<file path="src/rtl/counter_display.sv">
// Binary-to-BCD converter (sequential double-dabble) driving a 3-digit multiplexed common-anode 7-segment display.
// Latency: value sampled at edge k, bcd/bcd_valid after edge k+8; no backpressure, changes during a conversion wait for IDLE.
module counter_display #(
    parameter int REFRESH_CYCLES = 500,
    parameter bit BLANK_LEADING  = 1'b1
) (
    input  logic        clock,
    input  logic        clear_n,
    input  logic [7:0]  value,
    output logic        busy,
    output logic [11:0] bcd,
    output logic        bcd_valid,
    output logic [6:0]  seg,
    output logic [2:0]  an
);

    localparam int            RW       = (REFRESH_CYCLES > 2) ? $clog2(REFRESH_CYCLES) : 1;
    localparam logic [RW-1:0] REF_LAST = RW'(REFRESH_CYCLES - 1);

    typedef enum logic {
        IDLE  = 1'b0,
        SHIFT = 1'b1
    } state_t;

    function automatic logic [6:0] seg_decode(input logic [3:0] nib);
        logic [6:0] s;
        case (nib)
            4'd0:    s = 7'b1000000;
            4'd1:    s = 7'b1111001;
            4'd2:    s = 7'b0100100;
            4'd3:    s = 7'b0110000;
            4'd4:    s = 7'b0011001;
            4'd5:    s = 7'b0010010;
            4'd6:    s = 7'b0000010;
            4'd7:    s = 7'b1111000;
            4'd8:    s = 7'b0000000;
            4'd9:    s = 7'b0010000;
            default: s = 7'b1111111;
        endcase
        return s;
    endfunction

    // ---------------- converter ----------------
    state_t      state_q;
    logic        busy_q;
    logic        bcd_valid_q;
    logic [11:0] bcd_q;
    logic [7:0]  last_q;
    logic [2:0]  iter_q;
    logic [19:0] sr_q;       // {bcd[11:0], binary[7:0]}
    logic [19:0] sr_d;
    logic [11:0] adj;

    always_comb begin : dabble_step
        adj = sr_q[19:8];
        for (int n = 0; n < 3; n++) begin
            if (adj[n*4 +: 4] >= 4'd5) begin
                adj[n*4 +: 4] = adj[n*4 +: 4] + 4'd3;
            end
        end
        sr_d = {adj, sr_q[7:0]} << 1;
    end

    always_ff @(posedge clock) begin : conv_fsm
        if (!clear_n) begin
            state_q     <= IDLE;
            busy_q      <= 1'b0;
            bcd_valid_q <= 1'b0;
            bcd_q       <= 12'd0;
            last_q      <= 8'd0;
            iter_q      <= 3'd0;
            sr_q        <= 20'd0;
        end else begin
            bcd_valid_q <= 1'b0;
            case (state_q)
                IDLE: begin
                    if (value != last_q) begin
                        sr_q    <= {12'd0, value};
                        last_q  <= value;
                        iter_q  <= 3'd0;
                        busy_q  <= 1'b1;
                        state_q <= SHIFT;
                    end
                end
                SHIFT: begin
                    sr_q   <= sr_d;
                    iter_q <= iter_q + 3'd1;
                    // The eighth shift's result goes straight to bcd_q.
                    if (iter_q == 3'd7) begin
                        bcd_q       <= sr_d[19:8];
                        bcd_valid_q <= 1'b1;
                        busy_q      <= 1'b0;
                        state_q     <= IDLE;
                    end
                end
                default: state_q <= IDLE;
            endcase
        end
    end

    // ---------------- scanner ----------------
    logic [RW-1:0] refresh_q, refresh_d;
    logic [1:0]    digit_q, digit_d;
    logic [6:0]    seg_q, seg_d;
    logic [2:0]    an_q, an_d;
    logic          wrap;
    logic [3:0]    nib;
    logic [2:0]    an_slot;
    logic          blank;
    logic          hund_zero;
    logic          tens_zero;

    always_comb begin : scan_next
        wrap      = (refresh_q == REF_LAST);
        refresh_d = wrap ? '0 : refresh_q + 1'b1;
        digit_d   = digit_q;
        seg_d     = seg_q;
        an_d      = an_q;
        nib       = 4'd0;
        an_slot   = 3'b111;
        blank     = 1'b0;
        hund_zero = (bcd_q[11:8] == 4'd0);
        tens_zero = (bcd_q[7:4] == 4'd0);
        if (wrap) begin
            case (digit_q)
                2'd0:    digit_d = 2'd1;
                2'd1:    digit_d = 2'd2;
                default: digit_d = 2'd0;
            endcase
            case (digit_d)
                2'd1: begin
                    nib     = bcd_q[7:4];
                    an_slot = 3'b101;
                    blank   = BLANK_LEADING && hund_zero && tens_zero;
                end
                2'd2: begin
                    nib     = bcd_q[11:8];
                    an_slot = 3'b011;
                    blank   = BLANK_LEADING && hund_zero;
                end
                default: begin
                    nib     = bcd_q[3:0];
                    an_slot = 3'b110;
                end
            endcase
            // A blanked slot keeps its time but lights nothing.
            an_d  = blank ? 3'b111 : an_slot;
            seg_d = blank ? 7'b1111111 : seg_decode(nib);
        end
    end

    always_ff @(posedge clock) begin : scan_regs
        if (!clear_n) begin
            refresh_q <= '0;
            digit_q   <= 2'd0;
            an_q      <= 3'b110;
            seg_q     <= 7'b1000000;
        end else begin
            refresh_q <= refresh_d;
            digit_q   <= digit_d;
            an_q      <= an_d;
            seg_q     <= seg_d;
        end
    end

    assign busy      = busy_q;
    assign bcd       = bcd_q;
    assign bcd_valid = bcd_valid_q;
    assign seg       = seg_q;
    assign an        = an_q;

endmodule
</file>
<file path="config.mk">
export PLATFORM = sky130hd
export DESIGN_NAME = counter_display
export DESIGN_NICKNAME = d
export VERILOG_FILES = /design/src/rtl/counter_display.sv
export SDC_FILE = /design/constraint.sdc
export NUM_CORES = 1
export LEC_CHECK = 0
export ABC_AREA = 0
export CAP_MARGIN = 20
export CORE_UTILIZATION = 60
export CTS_CLUSTER_DIAMETER = 80
export DETAILED_ROUTE_END_ITERATION = 7
export DONT_BUFFER_PORTS = 1
export PLACE_DENSITY = 0.88
export RECOVER_POWER = 100
export SLEW_MARGIN = 10
export SYNTH_ARGS = -nofsm -noshare
export SYNTH_HDL_FRONTEND = slang
export SYNTH_SLANG_ARGS = --single-unit
</file>
<file path="constraint.sdc">
create_clock -name clock -period 3.4 [get_ports clock]
set_input_delay 0.68 -clock clock [delete_from_list [all_inputs] [get_ports clock]]
set_output_delay 0.68 -clock clock [all_outputs]
set_load 0.1 [all_outputs]
</file>
After elaboration in Yosys (flattened, before gate mapping)
Memory sizes are Yosys's and may differ from the RTL's.
Index checks and enable logic that the tools add are counted.
{ "totals": {"ff_bits": 67, "romBits": 112, "input_bits": 10, "output_inout_bits": 24, "memories": 1} }
{ "mem_list": {"columns": ["memory", "depth", "word_bits", "read_ports", "rd_ports_with_merged_regs", "write_ports", "line", "text"], "rows": [
  ["(no name shown)", 16, 7, 1, 0, 0, "27", "case (nib)"]
]} }
{ "op_classes": {"addsub": 5, "magnitude_cmp": 3, "n_eq_ne": 8, "muxes": 23, "bitwise_logic": 2, "reduce_logical": 9} }
{ "ops": {"columns": ["operator", "n"], "rows": [
  ["$pmux W20 S2", 1],
  ["$mux W20", 1],
  ["$ge A4 B3 Y1 const B", 3],
  ["$mux W4", 3],
  ["$pmux W3 S2", 2],
  ["$add A9 B1 Y9 const B", 1],
  ["$eq A9 B9 Y1 const B", 1],
  ["$mux W3", 3],
  ["$add A4 B2 Y4 const B", 2],
  ["$logic_not A4 Y1", 2],
  ["$ne A8 B8 Y1", 1],
  ["$pmux W4 S2", 1],
  ["$reduce_and A2 Y1", 4],
  ["$mux W7", 1],
  ["$mux W1", 6],
  ["$pmux W1 S2", 3],
  ["$eq A2 B1 Y1 const B", 2],
  ["$pmux W2 S2", 1],
  ["$add A3 B1 Y3 const B", 1],
  ["$add A3 B2 Y3 const B", 1],
  ["$eq A3 B3 Y1 const B", 1],
  ["$eq A2 B2 Y1 const B", 1],
  ["$logic_not A2 Y1", 1],
  ["$mux W2", 1],
  ["other kinds (5)", 6]
]} }

Depth between registers and ports, before layout
Gate-level depths: netlist (run 1).
An unclocked memory read counts as a cell.
{ "depth": {"word_depth": 8, "ltp_mapped": 8, "mapped_depth_nobuf": 7} }

Least setup slack after synthesis (run 1)
Ideal clock, no wire load.
{ "synth_timing": {"kind": "reg2reg", "from": "reg bcd_q[9], in the netlist bcd[9]", "to": "reg seg_q[4], in the netlist seg[4]", "arrival_ns": 1.984, "t_required_ns": 3.277, "setup_slack_ns": 1.292, "path_stages_with_launch": 7, "period_less_slack_ns": 2.108, "cell_sequence": "dfxtp_1 -> mux2i_1 -> o21ai_1 -> ha_1 -> nor2_1 -> a2111oi_2 -> nor2_1"} }
{ "synth_via": {"elab_chain_len": 5} }
{ "synth_lines": {"columns": ["item", "line", "text"], "rows": [
  ["from (decl)", "47", "logic [11:0] bcd_q;"],
  ["from (signal assigned)", "90", "bcd_q <= sr_d[19:8];"],
  ["branches (longest 4 deep; another with $mem_v2 Z16 W7)", null, null],
  ["$mux W7 *", "148", "seg_d = blank ? 7'b1111111 : seg_decode(nib);"],
  ["to (signal assigned)", "162", "seg_q <= seg_d;"],
  ["to (decl)", "104", "logic [6:0] seg_q, seg_d;"]
]} }
Every way passes the cells marked *. The select of a mux whose other input is x is not followed.
A chain may end at the register's enable or synchronous reset.

Worst setup path in the final report (run 1)
Same ends and word-level chain as after synthesis.

==> flow_metrics.py, run 1 <==
metrics = {
    "status": {
        "status": "finished, final reports clean",
    },
    "timing": {
        "setup_slack_ns": 0.801,
        "period_share": 0.764,
        "maxSlewViolCount": 0,
        "fmax_mhz": 385,
        "period_needed_ns": 2.60,
        "finalSetupViolations": 0,
        "tns_ns": 0,
        "fin_hold_ws_ns": 0.435,
        "rsz0062_at_grt": "no",
        "fin_skew_ns": 0.00698,
        "hold_viol_final": 0,
        "tightestPinTransition_ns": 1.30,
        "timing.slew.headroom": 0.136,
    },
    "synth": {
        "yosysWarnings": 0,
        "synthCells": 387,
        "async_flop_share": 0,
        "synthTopCellsByArea": "dfxtp_1, nand2_1, ha_1",
        "yosysTopAreaCell": "dfxtp_1",
        "ys.flop_type": "dfxtp_1",
        "synth_cell_types": 43,
        "ys_top_cells_by_count": "nand2_1, dfxtp_1, o21ai_0",
        "seq_area_frac_synth": 0.416,
        "yosys.area.top_type_share": 0.416,
        "syn_nets": 409,
        "synth_edf_count": 0,
        "avgSynthCellArea_um2": 8.34,
        "synthMostInstantiatedCell": "nand2_1",
        "syn_area_mm2": 0.00323,
        "synth-seq-cells": 67,
    },
    "clock_tree": {
        "cts.repair.resized": 0,
        "postCtsSetupRepairBufs": 0,
        "cts_root_buf": "clkbuf_8",
        "insertion_delay_ns": 0.33,
        "hold_buffers": 0,
        "h-tree-depth": 3,
        "tritoncts": "yes",
        "cts_sinks": 67,
        "numCtsBuffers": 9,
        "cts_buffer_depth": 2,
        "clkTransAtPathRegs_ns": 0.07,
    },
    "setup_path": {
        "cp_top_family": "buffers and inverters",
        "required_ns": 3.62,
        "slowest_stage": "clkbuf_1",
        "cp.arrival_ns": 2.82,
        "path_class": "flop to flop",
        "path_buf_inv": 1,
        "path_cells": "clkbuf_1, mux2i_1, o21ai_1, ha_1, nor2_1, a2111oi_2, nor2_1",
        "cpMostUsedCell": "nor2_1",
        "end_kind": "flop",
        "critical_path.max_stage_delay_ns": 0.95,
        "critPathMaxFanout": 4,
        "start_kind": "flop",
    },
    "die": {
        "coreArea_mm2": 0.00514,
        "initial_utilization": 0.628,
        "die_area_mm2": 0.00568,
        "io_pins": 34,
        "fp.dieH_um": 75.3,
        "rows": 26,
        "die_x_um": 75.3,
    },
    "placed_design": {
        "dp_hpwl_um": 4400,
        "placed_cell_area_mm2": 0.00331,
        "detailedPlace.worstSlack_ns": 0.993,
        "port_buffers": 0,
        "placed_cells": 448,
        "gp_congestion": 0.808,
    },
    "global_route": {
        "grt_use_met2": 0.431,
        "antenna_found_initial": 0,
        "grt-ovfl-total": 0,
        "grtUsageMet3": 0.0582,
        "grt_pass1_wl_um": 10000,
        "grt.busiest_layer": "met2",
        "grt_pass1_vias": 2426,
        "grt_util_met1": 0.253,
        "grt_usage": 0.235,
        "grt_start_max_net_pins": 66,
    },
    "detailed_routing": {
        "drt-total-wl_um": 6340,
        "final_antenna_net_count": 0,
        "drc": 0,
        "dr.pass1.iters": 4,
        "drt_iter0_drc": 137,
        "via_count": 2641,
        "wl_per_cell_um": 13.8,
        "vias_per_cell": 5.73,
    },
    "job": {
        "cap_violations": 0,
    },
    "finish": {
        "nNetsFinal": 411,
        "final_core_util": 0.663,
        "ff_latch_area_mm2": 0.00134,
        "multi_input_area_mm2": 0.00173,
        "num-fill-cells": 458,
        "area_growth_pct": 5.54,
        "finalNonFillerCells": 461,
        "antenna_cells": 0,
        "drive_gt1_frac": 0.0486,
        "fin_area_mm2": 0.00341,
    },
    "pwr": {
        "power.density_mw_per_mm2": 416,
        "finalPower_mw": 1.42,
        "leakage_nw": 1.28,
        "peakVddDrop_mv": 0.325,
    },
    "min_path": {
        "hold_path_class": "input port to flop",
    },
}
[worst register-to-register path, stage by stage (launching register included)]
cell and delay [ns]:
dfxtp_1 0.31, clkbuf_1 0.95, mux2i_1 0.18, o21ai_1 0.37, ha_1 0.24, nor2_1 0.06, a2111oi_2 0.33, nor2_1 0.06
[cell type report]
class | instances | share of cell area
Inverter | 11 | 0.0121
Sequential cell | 67 | 0.394
Timing Repair Buffer | 13 | 0.0143
Clock inverter | 3 | 0.00514
Tap cell | 70 | 0.0257
Multi-Input combinational cell | 287 | 0.508
Clock buffer | 10 | 0.0404
[flip-flops by register name, indices dropped and copies added (netlist names)]
name       count
bcd           12
busy           1
iter_q         3
state_q        1
digit_q        2
an             3
refresh_q      9
sr_q          20
seg            7
last_q         8
bcd_valid      1
[logic make-up after synthesis]
family,count (synthesis),share of synthesized area
and+or+nand+nor,145,0.207
AOI/OAI and AO/OA,105,0.209
DFF,67,0.416
buffers and inverters,33,0.0446
xor gates and xnor gates,15,0.0407
adders and majority gates,12,0.0465
muxes,10,0.0364
[power by group]
group	leakage (nW)	switching, mW	internal [mW]	total (mW)
Clock	0.0799	0.270	0.269	0.539
Sequential	0.545	0.0216	0.803	0.825
Combinational	0.657	0.0289	0.0258	0.0546
Total	1.28	0.320	1.10	1.42
[placed cells by master (no fill, tap or decap), types with 3 or more instances in the layout]
master,netlist,routed
nor3_1,4,4
xor2_1,8,8
nor2_1,20,20
dfxtp_1,67,67
inv_1,10,10
ha_1,12,12
nand3_1,18,18
nor2b_1,3,3
xnor2_1,7,7
a21oi_1,16,16
clkbuf_8,0,10
o21ai_1,13,5
clkbuf_1,16,13
nor3b_1,4,4
o211a_1,4,4
a21boi_1,19,5
mux2i_1,8,8
and2_0,0,4
nand2_1,74,74
nand2b_1,5,5
a21boi_0,9,23
o21ai_0,21,30
a31oi_1,11,11
nand4_1,4,4
[layer usage]
metal  routed length [um]  up-vias  share of wire
li1                     -     1343              -
met1                 2720     1221           0.43
met2                 3160       64           0.50
met3                  333       13          0.052
met4                  124        0          0.020
met5                    0        -              0
[final timing paths]
kind                           start                 endpoint  slack, ns  depth (start not counted)
max              bcd[9]$_SDFFE_PN0P_      seg[4]$_SDFFE_PN0N_       0.80                          7
min                          clear_n       an[1]$_SDFFE_PN1N_       0.44                          1
max reg2reg      bcd[9]$_SDFFE_PN0P_      seg[4]$_SDFFE_PN0N_       0.80                          7
min reg2reg  refresh_q[0]$_SDFF_PP0_  refresh_q[0]$_SDFF_PP0_       0.46                          1
Note: power is estimated with default switching activity, not from simulation.
==> inputs of run 2 (changes only) <==
Clock period 3.4 ns to 2.5 ns, I/O delays scaled along.
==> run 2 against run 1 <==
- first-iteration DRC count down 10%
- non-clock buffer count up 14
- cell count up 3.7%
- cell area up 3.1%
- setup slack worse by 0.49 ns
- count of clock-buffer cells in the layout up 4
- critical path type unchanged
- clock skew up 0.0022 ns
- register-to-register slack worse by 0.49 ns
- sequential cell count unchanged
- hold slack worse by 0.20 ns
- utilization up 2.1 points
==> flow_metrics.py, run 2 (synthesized netlist as in run 1, its figures left out) <==
metrics = {
    "finish": {
        "finalNonFillerCells": 478,
        "num-fill-cells": 445,
        "area_growth_pct": 8.84,
        "drive_gt1_frac": 0.0564,
        "antenna_cells": 0,
        "mostFrequentLayoutCell": "nand2_1",
        "largest_reg_flops": 20,
        "final_core_util": 0.683,
        "regMostFlops": "sr_q",
        "mostFrequentLayoutCells": "nand2_1, dfxtp_1, a21boi_0",
        "nNetsFinal": 425,
    },
    "timing": {
        "fin_hold_ws_ns": 0.231,
        "tns_ns": 0,
        "rsz0062_at_grt": "no",
        "maxSlewViolCount": 0,
        "finalSetupViolations": 0,
        "tightestPinTransition_ns": 1.25,
        "period_share": 0.875,
        "fmax_mhz": 457,
        "setup_slack_ns": 0.311,
        "fin_skew_ns": 0.00920,
        "timing.slew.headroom": 0.165,
        "hold_viol_final": 0,
        "period_needed_ns": 2.19,
    },
    "min_path": {
        "hold_path_class": "input port to flop",
        "hp-start": "clear_n",
        "hold_end": "an[2]$_SDFFE_PN1N_",
        "holdPathStages": 1,
    },
    "clock_tree": {
        "numCtsBuffers": 9,
        "cts_sinks": 67,
        "cts_root_buf": "clkbuf_8",
        "tritoncts": "yes",
        "cts_buffer_depth": 2,
        "h-tree-depth": 3,
        "hold_buffers": 0,
        "postCtsSetupRepairBufs": 0,
        "clkTransAtPathRegs_ns": 0.07,
        "cts.repair.resized": 0,
        "insertion_delay_ns": 0.34,
    },
    "die": {
        "coreArea_mm2": 0.00514,
        "fp.dieH_um": 75.3,
        "initial_utilization": 0.628,
        "io_pins": 34,
        "die_x_um": 75.3,
        "die_area_mm2": 0.00568,
        "rows": 26,
    },
    "placed_design": {
        "dp_hpwl_um": 4680,
        "gp_congestion": 0.823,
        "port_buffers": 0,
        "detailedPlace.worstSlack_ns": 0.563,
        "placed_cells": 462,
    },
    "setup_path": {
        "required_ns": 2.73,
        "critical_path.max_stage_delay_ns": 0.56,
        "r2r_start": "digit_q[0]$_SDFFE_PN0N_",
        "path_cells": "mux2_4, mux2i_2, a21oi_1, or2_0, o221a_1",
        "worstReg2RegEnd": "seg[1]$_SDFFE_PN0N_",
        "rrSetupSlack_ns": 0.31,
        "slowest_stage": "dfxtp_1",
        "end_kind": "flop",
        "start_kind": "flop",
        "path_class": "flop to flop",
        "worstRegToRegCells": 5,
        "cp_top_family": "multiplexers",
        "critPathMaxFanout": 11,
        "cp.arrival_ns": 2.42,
        "path_buf_inv": 0,
    },
    "detailed_routing": {
        "drt-total-wl_um": 6910,
        "drc": 0,
        "final_antenna_net_count": 0,
        "wl_per_cell_um": 14.4,
        "vias_per_cell": 5.79,
        "drt_iter0_drc": 123,
        "dr.pass1.iters": 4,
        "via_count": 2768,
    },
    "global_route": {
        "grt_pass1_wl_um": 11200,
        "grt_usage": 0.261,
        "grt-ovfl-total": 0,
        "antenna_found_initial": 0,
        "grt_start_max_net_pins": 66,
        "grt_pass1_vias": 2611,
    },
    "pwr": {
        "clockPowerShare": 0.421,
        "power.density_mw_per_mm2": 589,
        "pwr-share-seq": 0.537,
        "p_sw_frac": 0.218,
        "p_switching_mw": 0.452,
        "peakVddDrop_mv": 0.437,
        "power.internal_mw": 1.62,
        "pwr-share-comb": 0.042,
        "leakage_nw": 1.33,
    },
    "status": {
        "status": "finished, final reports clean",
    },
    "job": {
        "cap_violations": 0,
    },
}
## run 2: power groups by stage
stage / clock network (mW) / registers (mW) / logic [mW]
floorplan: 0 / 1.14 / 0.0819
global placement: 0 / 1.13 / 0.0888
detailed placement: 0 / 1.13 / 0.0923
CTS: 0.879 / 1.11 / 0.0926
global route: 0.929 / 1.11 / 0.0988
finish: 0.870 / 1.11 / 0.0871
## run 2: layout make-up
cell class                 instances  area, um^2  area share
clock inverter                     2        35.0     0.00998
tap                               70        87.6      0.0249
inverter                          11        41.3      0.0118
timing repair buffer              27         130      0.0371
clock buffer                      14         153      0.0435
multi-input combinational        287        1720       0.491
sequential                        67        1340       0.382
## run 2: per-layer routing
| metal | GRT usage | routed length [um] |
|---|---|---|
| met5 | 0 | 0 |
| met4 | 0.126 | 184 |
| met3 | 0.0860 | 400 |
| met1 | 0.269 | 2810 |
| met2 | 0.476 | 3520 |
## run 2: worst max path at each step
| stage | startpoint | end | slack (ns) | cells after the start |
|---|---|---|---|---|
| global placement | digit_q[0]$_SDFFE_PN0N_ | seg[1]$_SDFFE_PN0N_ | 0.60 | 5 |
| CTS | digit_q[0]$_SDFFE_PN0N_ | seg[1]$_SDFFE_PN0N_ | 0.54 | 5 |
| global route | digit_q[0]$_SDFFE_PN0N_ | seg[3]$_SDFFE_PN0N_ | 0.22 | 5 |
| detailed placement | digit_q[0]$_SDFFE_PN0N_ | seg[1]$_SDFFE_PN0N_ | 0.56 | 5 |
| floorplan | bcd[9]$_SDFFE_PN0P_ | seg[4]$_SDFFE_PN0N_ | 0.39 | 6 |
| finish | digit_q[0]$_SDFFE_PN0N_ | seg[1]$_SDFFE_PN0N_ | 0.31 | 5 |
## run 2: through the flow
stage | area [um^2] | total power, mW
final | 3510 | 2.07
after global routing | 3510 | 2.14
after CTS | 3610 | 2.08
after detailed placement | 3430 | 1.23
after global placement | 3430 | 1.22
after floorplan | 3230 | 1.22
==> inputs of run 3 (changes only) <==
Settings changed: GPL_ROUTABILITY_DRIVEN set to 0.
Clock period 2.5 ns to 2.4 ns, I/O delays scaled along.
==> run 3 against run 2 <==
- critical path type unchanged
- sequential share of layout area decreased by 0.23 points
- combinational power grew 4.1%
- register-to-register slack improved by 0.02 ns
- die area unchanged
- fmax increased by 5.7%
- count of clock-buffer cells in the layout is 1 lower
- setup slack better by 0.018 ns
- sequential power is 5% higher
- cell count unchanged
- largest power group unchanged
- global-route usage down 0.82 points
==> flow_metrics.py, run 3 (synthesized netlist as in run 1, its figures left out) <==
metrics = {
    "finish": {
        "regMostFlops": "sr_q",
        "num-fill-cells": 428,
        "area_growth_pct": 9.50,
        "mostFrequentLayoutCells": "nand2_1, dfxtp_1, a21boi_0",
        "mostFrequentLayoutCell": "nand2_1",
        "nNetsFinal": 426,
        "fin_area_mm2": 0.00353,
        "antenna_cells": 0,
        "multi_input_area_mm2": 0.00173,
        "final_core_util": 0.687,
        "ff_latch_area_mm2": 0.00134,
        "drive_gt1_frac": 0.0784,
        "largest_reg_flops": 20,
    },
    "timing": {
        "fin_hold_ws_ns": 0.225,
        "finalSetupViolations": 0,
        "maxSlewViolCount": 0,
        "timing.slew.headroom": 0.201,
        "period_share": 0.863,
        "fin_skew_ns": 0.00776,
        "tightestPinTransition_ns": 1.20,
        "rsz0062_at_grt": "no",
        "period_needed_ns": 2.07,
        "hold_viol_final": 0,
        "tns_ns": 0,
        "fmax_mhz": 483,
    },
    "setup_path": {
        "rrSetupSlack_ns": 0.33,
        "start_kind": "flop",
        "worstReg2RegEnd": "seg[5]$_SDFFE_PN0N_",
        "path_cells": "clkbuf_2, nor3_1, nand2_1, o21ai_0, or2_0, o221a_1",
        "path_class": "flop to flop",
        "path_buf_inv": 1,
        "required_ns": 2.69,
        "cp_top_family": "compound AO/OA/AOI/OAI gates",
        "slowest_stage": "o21ai_0",
        "critPathMaxFanout": 5,
        "critPathLaunch": "bcd[9]$_SDFFE_PN0P_",
        "end_kind": "flop",
        "critical_path.max_stage_delay_ns": 0.52,
        "r2r_start": "bcd[9]$_SDFFE_PN0P_",
        "worstRegToRegCells": 6,
        "cp.arrival_ns": 2.36,
    },
    "pwr": {
        "peakVddDrop_mv": 0.579,
        "leakage_nw": 1.37,
        "power.density_mw_per_mm2": 617,
        "finalPower_mw": 2.18,
    },
    "clock_tree": {
        "cts.repair.resized": 0,
        "clkTransAtPathRegs_ns": 0.07,
        "postCtsSetupRepairBufs": 0,
        "insertion_delay_ns": 0.34,
        "tritoncts": "yes",
        "h-tree-depth": 3,
        "cts_buffer_depth": 2,
        "cts_sinks": 67,
        "hold_buffers": 0,
        "numCtsBuffers": 9,
        "cts_root_buf": "clkbuf_8",
    },
    "placed_design": {
        "placed_cell_area_mm2": 0.00343,
        "port_buffers": 0,
        "dp_hpwl_um": 4610,
    },
    "die": {
        "die_x_um": 75.3,
        "coreArea_mm2": 0.00514,
        "die_area_mm2": 0.00568,
        "fp.dieH_um": 75.3,
        "rows": 26,
        "io_pins": 34,
        "initial_utilization": 0.628,
    },
    "detailed_routing": {
        "via_count": 2744,
        "wl_per_cell_um": 13.9,
        "drt_iter0_drc": 105,
        "drt-total-wl_um": 6620,
        "drc": 0,
        "final_antenna_net_count": 0,
        "dr.pass1.iters": 4,
        "vias_per_cell": 5.74,
    },
    "min_path": {
        "holdPathStages": 1,
        "hold_path_class": "input port to flop",
        "hp-start": "clear_n",
        "hold_end": "an[1]$_SDFFE_PN1N_",
    },
    "job": {
        "cap_violations": 0,
    },
    "global_route": {
        "grt_pass1_wl_um": 10800,
        "grt_pass1_vias": 2587,
        "grt_start_max_net_pins": 66,
        "antenna_found_initial": 0,
        "grt_usage": 0.253,
        "grt-ovfl-total": 0,
    },
    "status": {
        "status": "finished, final reports clean",
    },
}
## run 3: cell types whose count changed in the layout (fill, tap and decap cells not counted), sizes merged
cell	before	now
clkbuf	37	39
buf	4	2
## run 3: worst max-delay path by stage
stage                          endpoint  slack (ns)  cells after the start
finish              seg[5]$_SDFFE_PN0N_        0.33                      6
global placement    seg[5]$_SDFFE_PN0N_        0.56                      5
floorplan           seg[4]$_SDFFE_PN0N_        0.29                      6
CTS                 seg[5]$_SDFFE_PN0N_        0.47                      7
detailed placement  seg[4]$_SDFFE_PN0N_        0.48                      5
global route        seg[5]$_SDFFE_PN0N_        0.19                      6
## run 3: area by class of cell
class                   instances  area share
clock inverters                 2     0.00992
repair buffers                 28      0.0397
inverters                      11      0.0117
multi-input cells             287       0.489
clock buffers                  13      0.0450
flip-flops and latches         67       0.380
well taps                      70      0.0248
## run 3: per-stage QoR
| step | setup WS [ns] | cells |
|---|---|---|
| after global placement | 0.558 | 463 |
| after CTS | 0.473 | 478 |
| final | 0.329 | 478 |
| after detailed placement | 0.484 | 463 |
| after global routing | 0.187 | 478 |
| after floorplan | 0.292 | 387 |
## run 3: metal layers
metal / GRT usage / wire length, um / vias up
met1: 0.262 / 2690 / 1292
met3: 0.0820 / 344 / 14
met5: 0 / 0 / -
li1: - / - / 1370
met2: 0.471 / 3460 / 68
met4: 0.101 / 128 / 0
## run 3: where the power goes
| part | switching (mW) | leakage [nW] | internal [mW] |
|---|---|---|---|
| registers | 0.0198 | 0.545 | 1.14 |
| logic | 0.0524 | 0.724 | 0.0382 |
| clock network | 0.401 | 0.0995 | 0.530 |
